### src/rtl/gates_vector.sv
// gates_vector: registered neighbour-gate vector unit.
// One-stage pipeline: on a valid edge, loads AND/OR/XOR neighbour relations
// of the input word; holds results otherwise. out_valid tracks in_valid by
// one cycle.
// Optional feature: define GATES_VECTOR_PARITY_EN to add the registered
// out_parity output (XOR-reduction of the sampled word).
module gates_vector #(
    parameter int unsigned WIDTH = 4
) (
    input  logic             clk,
    input  logic             rst_n,
    input  logic             in_valid,
    input  logic [WIDTH-1:0] in,
    output logic             out_valid,
    output logic [WIDTH-2:0] out_both,
    output logic [WIDTH-1:1] out_any,
    output logic [WIDTH-1:0] out_different
`ifdef GATES_VECTOR_PARITY_EN
   ,output logic             out_parity
`endif
);

    logic             valid_q;
    logic [WIDTH-2:0] both_q,  both_d;
    logic [WIDTH-1:1] any_q,   any_d;
    logic [WIDTH-1:0] diff_q,  diff_d;
`ifdef GATES_VECTOR_PARITY_EN
    logic             parity_q, parity_d;
`endif

    // Neighbour relations of the current input word (pure bitwise)
    always_comb begin
        both_d = in[WIDTH-2:0] & in[WIDTH-1:1];
        any_d  = in[WIDTH-2:0] | in[WIDTH-1:1];
        diff_d = in ^ {in[0], in[WIDTH-1:1]};
`ifdef GATES_VECTOR_PARITY_EN
        parity_d = ^in;
`endif
    end

    // Result registers: load on valid, hold otherwise; valid follows in_valid
    always_ff @(posedge clk or negedge rst_n) begin
        if (!rst_n) begin
            valid_q <= 1'b0;
            both_q  <= '0;
            any_q   <= '0;
            diff_q  <= '0;
`ifdef GATES_VECTOR_PARITY_EN
            parity_q <= 1'b0;
`endif
        end else begin
            valid_q <= in_valid;
            if (in_valid) begin
                both_q  <= both_d;
                any_q   <= any_d;
                diff_q  <= diff_d;
`ifdef GATES_VECTOR_PARITY_EN
                parity_q <= parity_d;
`endif
            end
        end
    end

    assign out_valid     = valid_q;
    assign out_both      = both_q;
    assign out_any       = any_q;
    assign out_different = diff_q;
`ifdef GATES_VECTOR_PARITY_EN
    assign out_parity    = parity_q;
`endif

endmodule

### config.mk
export PLATFORM = sky130hd
export DESIGN_NAME = gates_vector
export DESIGN_NICKNAME = d
export VERILOG_FILES = /design/src/rtl/gates_vector.sv
export SDC_FILE = /design/constraint.sdc
export NUM_CORES = 1
export LEC_CHECK = 0
export ABC_CLOCK_PERIOD_IN_PS = 800
export CAP_MARGIN = 20
export CORE_AREA = 2 2 39 41
export DETAILED_ROUTE_END_ITERATION = 10
export DIE_AREA = 0 0 41 43
export DONT_BUFFER_PORTS = 1
export PLACE_DENSITY = 0.58
export SKIP_CTS_REPAIR_TIMING = 1
export SYNTH_ARGS = -nofsm -noshare
export SYNTH_HDL_FRONTEND = slang
export SYNTH_SLANG_ARGS = --single-unit
### constraint.sdc
create_clock -name clk -period 0.8 [get_ports clk]
set_input_delay 0.04 -clock clk [delete_from_list [all_inputs] [get_ports clk]]
set_output_delay 0.04 -clock clk [all_outputs]
set_load 0.1 [all_outputs]
* Word-level counts from Yosys, hierarchy flattened *
Index checks and enable logic that the tools add are counted.

storage, ports and cells
  register bits after elaboration = 11
  input port bits = 7
  output and inout bits = 11
  logic and storage cells = 7

operators by class
  bitwise gates (word level) = 3

operator list
  cell               count
  bitwise XOR 4 bit  1
  AND 3 bit          1
  bitwise OR 3 bit   1

* Depth between registers and ports, before layout *
  depth after elaboration = 1
  gate-level depth with buffers = 3
  depth with buffers taken out = 3

* Least setup slack after synthesis *
OpenSTA, ideal clock, no wires.

  path kind = reg-to-reg
  start = reg out_both[0] (netlist name)
  end = reg both_q[0] (netlist: out_both[0])
  setup time = 0.126 ns
  data arrival time = 1.132 ns
  required time = 0.674 ns
  setup slack = -0.458 ns
  cell stages (with the launch flop) = 2
  buffers on the path = 0
  period minus slack after synthesis = 1.258 ns
  path through = dfrtp_1 -> mux2_4

RTL lines
  element                 line  RTL
  end signal: assignment  54    both_q <= both_d;
  end: declaration        24    logic [WIDTH-2:0] both_q, both_d;

* Worst setup path in the final report *
  start = reg diff_q[2] (netlist: out_different[2])
  end = out out_different[2]

RTL lines
  element                   line  RTL
  start: declaration        26    logic [WIDTH-1:0] diff_q, diff_d;
  start signal: assignment  56    diff_q <= diff_d;
  end: declaration          17    output logic [WIDTH-1:0] out_different

No word-level cell between the ends.

==> impl_results.md <==
* DIE AREA at 1760 µm²
* GR Util met1 at 16.7%
* Most frequent cells in the layout: buf_12 (11), dfrtp_4 (10), ha_1 (6)
* Post-Syn Nets at 50
* Routed Wire Length at 932 µm
* Pre-CTS setup slack at -43.7 ps
* Post-DP HPWL at 670 µm
* Area occupied by multi-input gates at 209 µm²
* Synthesized instance count at 37
* Total CTS buffers at 3
* IO Count at 18
* Setup ws final at -177 ps
* Critical Path AT at 940 ps
* Yosys reg bits at 11
* Slack of the worst reg-to-reg path at -80 ps
* Tot GR Track Use at 12.5%
* Met3 GRT Util at 2.62%
* Pin count of the biggest net entering global routing at 13
* Max-slew violation count at 0
* Chip Height at 43 µm
* Synth top area share at 52.8%
* Antenna diode count at 0
* Final setup vio count at 18
* DR WL/cell at 13.5 µm
* Core ar. at 1380 µm²
* Layout cells sized above 1 at 66.0%
* Fin crit period at 977 ps
* Hold_ws at -201 ps
* Slew @ Worst Pin at 506 ps
* Syn avg cell area at 14.1 µm²
* Vias per cell at 4.45
* DRC violations left at 0
* Clk Latency, worst-skew pair at 260 ps
* Vias in the first global route at 339
* Pwr Density at 2280 nW/µm²
* Fill cells at 110
* CP max stage cell: dfrtp_4
* Final hold viol count at 11
* Worst setup startpoint: out_different[2]
* Worst r2r src: out_different[2]
* CP top delay family: flip-flops
* Global route total overflow at 0
* M2 GR Usage at 17.5%
* Violated checks: hold timing, setup timing
* Commonest non-fill, non-tap cell in the layout: buf_12
* Total power at 1.91 mW
* Synthesis Warnings at 0
* Clock skew at 0 ps
* Crit Path Max Fanout at 2
* Placed cells at 63
* Critical Path Stages at 1
* Detail Route Antenna Nets at 0
* Die width at 41 µm
* Max frequency at 1020 MHz
* RSZ-0062 raised after global routing: yes
* Max_slew headroom at 66.1%
* Max-Cap Viols at 0
* Leak Pwr at 0.400 nW
* DR vias at 307
* CTS tree: yes
* CTS clock-pin slew for the worst setup and hold paths at 70 ps
* Synth Cell Area at 522 µm²
* I/O Buffers at 0
* WP data required at 760 ps
* Crit end category: output port
* Worst setup path endpoint: out_different[2]
* Pre-antenna DRT Iters at 2
* Clock tree buffer depth at 2
* Initial antenna violation count at 0
* Final nets at 67
* Synth area leader: dfrtp_1
* Worst IR drop on VDD at 0.00121 V
* Post-synth cell types at 10
* Initial Util at 37.7%
* Worst hold path class: in2reg
* Most Used Layer, Global Route: met2
* CTS sink cnt at 11
* Crit Path Category: reg2out
* FF+latch area at 314 µm²
* Crit path cell chain: buf_12
* Crit share post-route at 122%
* Worst reg2reg path depth at 1
* Sequential-to-total area share from yosys stat at 52.8%
* DRT iter0 DRCs at 1
* Reg-to-Reg End: out_different[2]
* Gpl congestion at 0.659
* Top cells by area, synth: dfrtp_1 (53%), ha_1 (14%), mux2_4 (14%)
* Fin cells at 69
* Startpoint Class: register
* Buf+Inv Stages, Crit Path at 1
* Crit path largest cell delay at 500 ps
* Growth of design area from synthesis to finish at 60.4%
* First-pass GRT wire length at 1460 µm
* Site Rows at 14
* H-Tree Depth at 1
* Status: finished, violations left
* CTS Root Cell: clkbuf_4
per-layer routing:
layer	vias up	part of all wire (%)
met3	0	5.7
met5	-	0
met1	147	42
li1	149	-
met2	11	52
met4	0	0
power by group:
part | switching [mW] | total [mW] | internal, mW | leakage (nW)
combinational | 0.507 | 0.820 | 0.313 | 0.268
sequential | 0.0674 | 0.719 | 0.651 | 0.117
clock | 0.181 | 0.373 | 0.193 | 0.0150
how the worst min path moves through the flow:
stage | start | to | slack, ps | cells after the start
final | in_valid | out_valid | -200 | 0
after global routing | in_valid | out_valid | -220 | 0
after CTS | rst_n | out_different[3] | -540 | 0
after detailed placement | rst_n | out_different[3] | -260 | 0
after global placement | rst_n | out_both[0] | -260 | 0
after floorplan | rst_n | out_valid | -260 | 0
registers in the layout, summed over array words and instances (netlist names):
signal	flops
out_any	3
out_both	3
out_different	4
out_valid	1
area by class of cell:
cell class | instances | share of cell area [%]
Clock buffer | 4 | 3.14
Inverter | 7 | 3.14
Multi-Input combinational cell | 18 | 25.0
Sequential cell | 11 | 37.5
Tap cell | 16 | 2.39
Timing Repair Buffer | 13 | 28.8
cell usage after synthesis, drive strengths merged:
| master | number |
|---|---|
| dfrtp | 11 |
| nor2 | 1 |
| buf | 1 |
| xnor2 | 1 |
| mux2i | 3 |
| ha | 6 |
| mux2 | 6 |
| a21oi | 1 |
| inv | 7 |
through the flow:
stage          utilization, %  hold slack [ps]  instance area (µm²)  setup TNS, ps
2_1_floorplan               -             -256                  561          -1590
3_3_place_gp             50.7             -255                  702           -210
3_5_place_dp             50.7             -255                  702           -242
4_1_cts                  52.6             -543                  728          -2490
5_1_grt                  60.5             -223                  837          -2610
6_report                 60.5             -201                  837          -2230
logic make-up (layout without fill, tap and decap cells):
| group | Yosys count | after routing | share of synthesized area, % |
|---|---|---|---|
| AND/OR/NAND/NOR | 1 | 1 | 0.719 |
| adder cells (fa/ha/maj) | 6 | 6 | 14.4 |
| AO/OA/AOI/OAI | 1 | 1 | 0.958 |
| multiplexers | 9 | 9 | 22.3 |
| flip-flops | 11 | 11 | 52.8 |
| buffers and inverters | 8 | 24 | 7.20 |
| XOR/XNOR | 1 | 1 | 1.68 |
Power figures use the tool's default switching activity.
